--- config.mk ---
export PLATFORM = sky130hd
export DESIGN_NAME = cosim_loopback_responder
export DESIGN_NICKNAME = d
export VERILOG_FILES = /design/src/rtl/cosim_loopback_pkg.sv /design/src/rtl/cosim_loopback_fifo.sv /design/src/rtl/cosim_loopback_responder.sv
export SDC_FILE = /design/constraint.sdc
export NUM_CORES = 1
export LEC_CHECK = 0
export ABC_AREA = 1
export CAP_MARGIN = 0
export CORE_UTILIZATION = 63
export DETAILED_ROUTE_END_ITERATION = 6
export PLACE_DENSITY = 0.86
export SLEW_MARGIN = 20
export SYNTH_ARGS = -nofsm -noshare
export SYNTH_HDL_FRONTEND = slang
export SYNTH_SLANG_ARGS = --single-unit
export TNS_END_PERCENT = 50
--- constraint.sdc ---
create_clock -name clk -period 4.3 [get_ports clk]
set_input_delay 0.43 -clock clk [delete_from_list [all_inputs] [get_ports clk]]
set_output_delay 0.43 -clock clk [all_outputs]
set_load 0.01 [all_outputs]
--- src/rtl/cosim_loopback_pkg.sv ---
// Shared types, field layout and response function for the cosim loopback responder.
// Message layout: [7:0] seq, [9:8] opcode, [W-1:10] payload.
package cosim_loopback_pkg;

  localparam int SEQ_LSB     = 0;
  localparam int SEQ_BITS    = 8;
  localparam int OP_LSB      = 8;
  localparam int OP_BITS     = 2;
  localparam int PAYLOAD_LSB = 10;
  localparam int MAX_W       = 1024;

  typedef enum logic [1:0] {
    OP_ECHO   = 2'd0,
    OP_INC    = 2'd1,
    OP_INV    = 2'd2,
    OP_STATUS = 2'd3
  } opcode_e;

  typedef logic [MAX_W-1:0] word_t;

  // Computes on a wide word so any message width up to MAX_W shares one body.
  function automatic word_t loopback_compute(
    input word_t       req,
    input word_t       status_word,
    input int unsigned width
  );
    word_t mask;
    word_t hdr_mask;
    word_t pay;
    word_t res;
    mask     = (word_t'(1) << (width - PAYLOAD_LSB)) - word_t'(1);
    hdr_mask = (word_t'(1) << PAYLOAD_LSB) - word_t'(1);
    pay      = (req >> PAYLOAD_LSB) & mask;
    res      = pay;
    unique case (opcode_e'(req[OP_LSB +: OP_BITS]))
      OP_ECHO:   res = pay;
      OP_INC:    res = (pay + word_t'(1)) & mask;
      OP_INV:    res = ~pay & mask;
      OP_STATUS: res = status_word & mask;
      default:   res = pay;
    endcase
    return (res << PAYLOAD_LSB) | (req & hdr_mask);
  endfunction

endpackage

--- src/rtl/cosim_loopback_fifo.sv ---
// Synchronous response FIFO, power-of-2 depth.
// Pointers carry one extra wrap bit so full and empty are distinguishable.
module cosim_loopback_fifo #(
  parameter int WIDTH = 64,
  parameter int DEPTH = 4
) (
  input  logic                     clk,
  input  logic                     rst_n,
  input  logic                     push,
  input  logic                     pop,
  input  logic [WIDTH-1:0]         din,
  output logic [WIDTH-1:0]         dout,
  output logic                     full,
  output logic                     empty,
  output logic [$clog2(DEPTH):0]   count
);

  localparam int AW = $clog2(DEPTH);
  localparam logic [AW:0] DEPTH_C = (AW+1)'(DEPTH);

  if (DEPTH < 2 || (1 << AW) != DEPTH) begin : g_depth_chk
    $error("cosim_loopback_fifo: DEPTH must be a power of 2 and >= 2");
  end

  logic [WIDTH-1:0] mem_q [DEPTH];
  logic [AW:0]      wr_ptr_q, wr_ptr_d;
  logic [AW:0]      rd_ptr_q, rd_ptr_d;
  logic             do_push;
  logic             do_pop;

  assign count = wr_ptr_q - rd_ptr_q;
  assign full  = (count == DEPTH_C);
  assign empty = (count == '0);
  assign dout  = mem_q[rd_ptr_q[AW-1:0]];

  // A pop in the same cycle frees the slot, so push is legal when full.
  assign do_pop  = pop && !empty;
  assign do_push = push && (!full || do_pop);

  always_comb begin
    wr_ptr_d = wr_ptr_q;
    rd_ptr_d = rd_ptr_q;
    if (do_push) wr_ptr_d = wr_ptr_q + 1'b1;
    if (do_pop)  rd_ptr_d = rd_ptr_q + 1'b1;
  end

  always_ff @(posedge clk or negedge rst_n) begin
    if (!rst_n) begin
      wr_ptr_q <= '0;
      rd_ptr_q <= '0;
      for (int i = 0; i < DEPTH; i++) mem_q[i] <= '0;
    end else begin
      wr_ptr_q <= wr_ptr_d;
      rd_ptr_q <= rd_ptr_d;
      if (do_push) mem_q[wr_ptr_q[AW-1:0]] <= din;
    end
  end

endmodule

--- src/rtl/cosim_loopback_responder.sv ---
// Hardware half of cosim loopback: one stage register feeding a response FIFO,
// plus sequence checking and saturating status counters.
module cosim_loopback_responder
  import cosim_loopback_pkg::*;
#(
  parameter int TYPE_SIZE_BITS = 64,
  parameter int FIFO_DEPTH     = 4,
  parameter int CNT_BITS       = 16
) (
  input  logic                      clk,
  input  logic                      rstn,
  input  logic                      ReqValid,
  output logic                      ReqReady,
  input  logic [TYPE_SIZE_BITS-1:0] Req,
  output logic                      RespValid,
  input  logic                      RespReady,
  output logic [TYPE_SIZE_BITS-1:0] Resp,
  output logic [CNT_BITS-1:0]       RespCount,
  output logic [CNT_BITS-1:0]       SeqErrCount,
  output logic                      Busy
);

  localparam int AW = $clog2(FIFO_DEPTH);
  localparam logic [AW:0] DEPTH_C = (AW+1)'(FIFO_DEPTH);

  if (TYPE_SIZE_BITS < 16 || TYPE_SIZE_BITS >= MAX_W) begin : g_width_chk
    $error("cosim_loopback_responder: TYPE_SIZE_BITS out of range");
  end

  logic                      stage_vld_q, stage_vld_d;
  logic [TYPE_SIZE_BITS-1:0] stage_q, stage_d;
  logic [SEQ_BITS-1:0]       exp_seq_q, exp_seq_d;
  logic [CNT_BITS-1:0]       resp_cnt_q, resp_cnt_d;
  logic [CNT_BITS-1:0]       seq_err_q, seq_err_d;
  logic                      rdy_en_q;

  logic                      accept;
  logic                      pop;
  logic                      fifo_empty;
  logic                      fifo_full;
  logic [AW:0]               fifo_count;
  logic [AW:0]               occ;
  logic [SEQ_BITS-1:0]       req_seq;
  word_t                     resp_w;
  logic                      unused_bits;

  // Stage counts toward occupancy so its push next edge always fits.
  assign occ       = fifo_count + {{AW{1'b0}}, stage_vld_q};
  assign ReqReady  = rdy_en_q && (occ < DEPTH_C);
  assign accept    = ReqValid && ReqReady;
  assign RespValid = !fifo_empty;
  assign pop       = RespValid && RespReady;
  assign Busy      = stage_vld_q || !fifo_empty;
  assign req_seq   = Req[SEQ_LSB +: SEQ_BITS];

  assign RespCount   = resp_cnt_q;
  assign SeqErrCount = seq_err_q;
  assign unused_bits = ^{resp_w[MAX_W-1:TYPE_SIZE_BITS], fifo_full};

  always_comb begin
    resp_w = loopback_compute(
      word_t'(Req),
      word_t'({seq_err_q, resp_cnt_q}),
      TYPE_SIZE_BITS
    );
    stage_vld_d = accept;
    stage_d     = accept ? resp_w[TYPE_SIZE_BITS-1:0] : stage_q;
    exp_seq_d   = accept ? req_seq + 8'd1 : exp_seq_q;
    seq_err_d   = seq_err_q;
    resp_cnt_d  = resp_cnt_q;
    if (accept && req_seq != exp_seq_q && seq_err_q != '1)
      seq_err_d = seq_err_q + CNT_BITS'(1);
    if (pop && resp_cnt_q != '1)
      resp_cnt_d = resp_cnt_q + CNT_BITS'(1);
  end

  always_ff @(posedge clk or negedge rstn) begin
    if (!rstn) begin
      stage_vld_q <= 1'b0;
      stage_q     <= '0;
      exp_seq_q   <= '0;
      resp_cnt_q  <= '0;
      seq_err_q   <= '0;
      rdy_en_q    <= 1'b0;
    end else begin
      stage_vld_q <= stage_vld_d;
      stage_q     <= stage_d;
      exp_seq_q   <= exp_seq_d;
      resp_cnt_q  <= resp_cnt_d;
      seq_err_q   <= seq_err_d;
      rdy_en_q    <= 1'b1;
    end
  end

  cosim_loopback_fifo #(
    .WIDTH (TYPE_SIZE_BITS),
    .DEPTH (FIFO_DEPTH)
  ) u_fifo (
    .clk   (clk),
    .rst_n (rstn),
    .push  (stage_vld_q),
    .pop   (pop),
    .din   (stage_q),
    .dout  (Resp),
    .full  (fifo_full),
    .empty (fifo_empty),
    .count (fifo_count)
  );

endmodule

-- Word-level counts from Yosys, hierarchy flattened
Cells that the tools add are included.
- flip-flop bits (word level): 368
- word-level logic and storage cells: 57
- output and inout port bits: 99
- add/sub/neg operators: 8
- bitwise gates (word level): 4
- equality and inequality tests: 7
- magnitude comparators: 4
- reductions and logical operators: 15
- mux-type cells: 7
- operators by type and width (operator ; number):
    $bwmux 256 ; 1
    $pmux 54 s4 ; 1
    $mux 64 ; 3
    $bmux 64 s2 ; 1
    $demux 64 s2 ; 1
    $or 64x10->64 ; 1
    $add 54x1->54 const B ; 1
    $not 54->54 ; 1
    $add 16x1->16 const B ; 2
    $ne 16x16->1 const B ; 2
    $logic_and 1x1->1 ; 9
    $add 8x1->8 const B ; 1
    $ne 8x8->1 ; 1
    $add 3x1->3 const B ; 2
    $ge 3x3->1 const B ; 2
    $not 2->3 ; 2
    $eq 2x2->1 const B ; 2
    $add 3x1->3 ; 1
    $eq 3x3->1 const B ; 1
    $logic_not 3->1 ; 1
    $lt 3x1->1 const B ; 1
    $lt 3x3->1 const B ; 1
    $sub 3x3->3 ; 1
    $eq 2x1->1 const B ; 1
    other kinds (3) ; 5

-- Depth between registers and ports, before layout
- depth after elaboration: 7
- depth in mapped cells: 14
- gate-level depth less buffers: 13

-- By module
A second synthesis with hierarchy kept.
- cells, all modules: 2644
- area, all modules: 20120.5 µm²
- modules (own cells, without submodules) (module ; area an instance (µm²) ; seq. area each (µm²) ; cells each ; instances):
    cosim_loopback_fifo ; 12766.0 ; 6556.3 ; 1553 ; 1
    cosim_loopback_responder ; 7354.6 ; 2652.5 ; 1091 ; 1

-- Worst setup path before layout
OpenSTA, ideal clock, no wires.
- path kind: reg2reg
- from: reg u_fifo.wr_ptr_q[0]
- to: reg stage_q[37]
- stages on the path, launching flop included: 12
- clock period less this slack: 2281 ps
- data required time: 4235 ps
- path slack: 2019 ps
- data arrival time: 2216 ps
- setup time: 65 ps
- cells stage by stage: dfrtp_1 > inv_1 > ha_1 > fa_1 > nor3_1 > nor2_1 > nor2_1 > nand2_1 > buf_2 > a21oi_1 > nand2_1 > nand2_1
- longest elaborated chain between the ends: 5
- ends and longest elaborated chain (what ; line ; RTL):
    start: declaration ; cosim_loopback_fifo.sv:26 ; logic [AW:0] wr_ptr_q, wr_ptr_d;
    start signal: assignment ; cosim_loopback_fifo.sv:53 ; wr_ptr_q <= wr_ptr_d;
    $sub 3x3->3 ; cosim_loopback_fifo.sv:31 ; assign count = wr_ptr_q - rd_ptr_q;
    $add 3x1->3 ; cosim_loopback_responder.sv:48 ; assign occ = fifo_count + {{AW{1'b0}}, stage_vld_q};
    $lt 3x3->1 ; cosim_loopback_responder.sv:49 ; assign ReqReady = rdy_en_q && (occ < DEPTH_C);
    $logic_and 1x1->1 ; cosim_loopback_responder.sv:49 ;
    named net ReqReady ; cosim_loopback_responder.sv:13 ; output logic ReqReady,
    $logic_and 1x1->1 ; cosim_loopback_responder.sv:50 ; assign accept = ReqValid && ReqReady;
    end signal: assignment ; cosim_loopback_responder.sv:87 ; stage_q <= stage_d;
    end: declaration ; cosim_loopback_responder.sv:31 ; logic [TYPE_SIZE_BITS-1:0] stage_q, stage_d;
The timed path passes the listed nets, and every way through them passes these cells.
A chain may end at the register's enable or synchronous reset.

-- Worst setup path in the final report
- from: reg u_fifo.rd_ptr_q[1]
- to: out Resp[40]
- longest elaborated chain between the ends: 4
- ends and longest elaborated chain (what ; line ; RTL):
    start: declaration ; cosim_loopback_fifo.sv:27 ; logic [AW:0] rd_ptr_q, rd_ptr_d;
    start signal: assignment ; cosim_loopback_fifo.sv:54 ; rd_ptr_q <= rd_ptr_d;
    $not 2->3 (implied by the code) ; cosim_loopback_fifo.sv:34 ; assign dout = mem_q[rd_ptr_q[AW-1:0]];
    $bmux 64 s2 ; cosim_loopback_fifo.sv:34 ;
    $mux 64 (implied by the code) (2 in series) ; cosim_loopback_fifo.sv:34 ;
    end: declaration ; cosim_loopback_responder.sv:17 ; output logic [TYPE_SIZE_BITS-1:0] Resp,
No other way between the ends. The select of a mux whose other input is x is not followed.

==> flow_metrics.tcl <==
set metrics [dict create \
    relSlewSlack_pct 26.1 \
    yosysUniqueCellTypes 40 \
    cp.arrival_ns 3.20 \
    place.gp.congestion 0.999 \
    synth_area_leaders "dfrtp_1, nand2_1, o21ai_0" \
    ys_ff_latch 368 \
    leakagePower_uw 0.0101 \
    clkLatencyLatePin_ns 0.53 \
    syn_nets 2499 \
    antenna_found_initial 2 \
    ioPinCount 167 \
    synth_area_sq_um 18600 \
    layout_common_cells "nand2_1, o21ai_0, dfrtp_1" \
    fillers 2133 \
    postCtsSetupBuffers 0 \
    vias 17694 \
    multi_input_area_sq_um 8090 \
    final.min_clock_period_ns 3.63 \
    final_common_cell "nand2_1" \
    max_stage_delay_ns 0.85 \
    drv_slew 0 \
    core-area_sq_um 28900 \
    fin_area_sq_um 21700 \
    drive_gt1_share_pct 4.21 \
    path_buf_inv 3 \
    port_buffers 166 \
    max-clock-path-buffers 3 \
    timing.fmax_mhz 276 \
    cap_violations 0 \
    status "finished clean" \
    wirelength_um 54800 \
    cp_top_family "buffers and inverters" \
    finalPower_uw 15900 \
    tightest_slew_ns 1.11 \
    fin_nets 2599 \
    cts_tree "yes" \
    hold_viol_final 0 \
    tns_ns 0 \
    avgSynthCellArea_sq_um 7.67 \
    grt_pass1_vias 16844 \
    cp-start-kind "register" \
    grt_start_max_net_pins 131 \
    synth_cells 2420 \
    cp_max_fo 28 \
    yosys.area.top_type "dfrtp_1" \
    fin_crit_sh_pct 84.4 \
    yosys.area.top_type_share_pct 49.6 \
    setup_viol 0 \
    p_per_area_nw_per_um2 732 \
    hold_path_class "reg -> reg" \
    critPathKind "reg -> out" \
    start_util_pct 64.3 \
    cts_sinks 368 \
    ir_drop_uv 646 \
    finalClockSkew_ns 0.0107 \
    drc 0 \
    finalWorstSetupSlack_ns 0.670 \
    area_growth_pct 16.9 \
    place_area_sq_um 20500 \
    die_y_um 174 \
    overflow 0 \
    htreeDepth 2 \
    cts_buffers 39 \
    num_rows 62 \
    post-place-ws_ns 1.31 \
    ys_warn_count 0 \
    rsz0062_at_grt "no" \
    drtIter0Drc 2068 \
    postCtsResizedCells 0 \
    seqCellArea_sq_um 9210 \
    wl_per_cell_um 18.7 \
    cp_cell_sequence "inv_1 -> buf_12 -> o21ai_0 -> o22ai_1 -> clkdlybuf4s50_1" \
    die_area_sq_um 30100 \
    cts-root-buf "clkbuf_16" \
    critical-path-slowest-cell "inv_1" \
    ys_seq_area_share_pct 49.6 \
    grt_pass1_wl_um 88600 \
    critPathRequiredTime_ns 3.87 \
    clk_pin_slew_ns 0.06 \
    die_w_um 174 \
    drtAntennaViolNets 0 \
    hpwl_um 36300 \
    via_per_inst 6.04 \
    end_kind "output port" \
    drt_first_pass_iters 5 \
    grt_usage_pct 36.8 \
]
-- final cells by class --
class,count,share of cell area (%)
Sequential cell,368,42.5
Multi-Input combinational cell,1724,37.3
Timing Repair Buffer,199,9.36
Clock buffer,56,5.08
Inverter,188,3.26
Tap cell,384,2.22
Clock inverter,7,0.260
Antenna cell,2,0.0231
-- per-layer routing --
layer / share of wire (%) / GRT usage, % / vias up
met4: 2.1 / 9.98 / 2
met2: 47 / 58.0 / 922
li1: - / - / 8122
met3: 9.4 / 7.24 / 99
met5: 0.031 / 0 / -
met1: 42 / 52.3 / 8549
-- where the power goes --
part	internal, uW	switching [uW]	total [uW]
clock	1780	1350	3120
combinational	2780	4070	6850
sequential	4980	924	5900
total	9530	6340	15900
-- flip-flops by register name, indices dropped and copies added (netlist names) --
name and flops:
stage_q 64, stage_vld_q 1, u_fifo.rd_ptr_q 3, rdy_en_q 1, SeqErrCount 16, u_fifo.wr_ptr_q 3, u_fifo.mem_q 256, RespCount 16
exp_seq_q 8
-- worst paths after layout --
kind	startpoint	end	slack, ns	cells past startpoint
worst max-delay path	u_fifo.rd_ptr_q[1]	Resp[40]	0.67	5
worst min-delay path	stage_q[29]	stage_q[29]	0.48	2
worst max register to register	u_fifo.wr_ptr_q[0]	u_fifo.mem_q[35]	1.27	12
worst min register to register	stage_q[29]	stage_q[29]	0.48	2
max in group asynchronous	rstn	u_fifo.mem_q[179]	2.59	3
min in group asynchronous	rstn	u_fifo.mem_q[6]	0.53	2
-- synth_stat cells (all sizes together) --
cell type / n
nand2: 651
nor2: 256
buf: 49
o21ai: 461
and2: 2
o2111ai: 8
o22ai: 72
conb: 1
a21oi: 23
a31oi: 2
o21a: 1
fa: 1
o211ai: 9
xor2: 37
or2: 7
xnor2: 12
clkbuf: 91
a221oi: 6
ha: 10
o31ai: 1
clkinv: 1
a22oi: 1
or3: 1
o221ai: 1
nor3: 24
nand3b: 7
nand3: 88
and3: 1
dfrtp: 368
o21bai: 3
inv: 187
nor4: 1
nand4: 37
-- logic make-up (layout without fill, tap and decap cells) --
| family | Yosys count | in the layout | share of synthesized area [%] |
|---|---|---|---|
| xor+xnor | 49 | 49 | 2.31 |
| compound gates | 588 | 588 | 16.9 |
| buf+inv | 328 | 450 | 6.95 |
| flops | 368 | 368 | 49.6 |
| other cells | 1 | 3 | 0.0202 |
| fa+ha+maj | 11 | 11 | 0.782 |
| simple gates | 1075 | 1075 | 23.4 |
-- metrics by stage --
step	hold slack [ns]	cells	util, %
after floorplan	0.134	2420	-
after global placement	0.460	2862	71.1
after detailed placement	0.467	2862	71.1
after CTS	0.482	2926	75.1
after global routing	0.500	2927	75.1
final	0.478	2928	75.1
-- tightest hold or removal path: stages, from the launching register on --
cell,delay [ns]
dfrtp_1,0.34
nand2_1,0.06
nand2_1,0.05
-- what timing repair did --
item                                    CTS  global route
endpoints found under the setup margin    0             0
hold endpoints to repair                 95             0
hold buffers                              1             0
(Power assumes the default switching activity.)
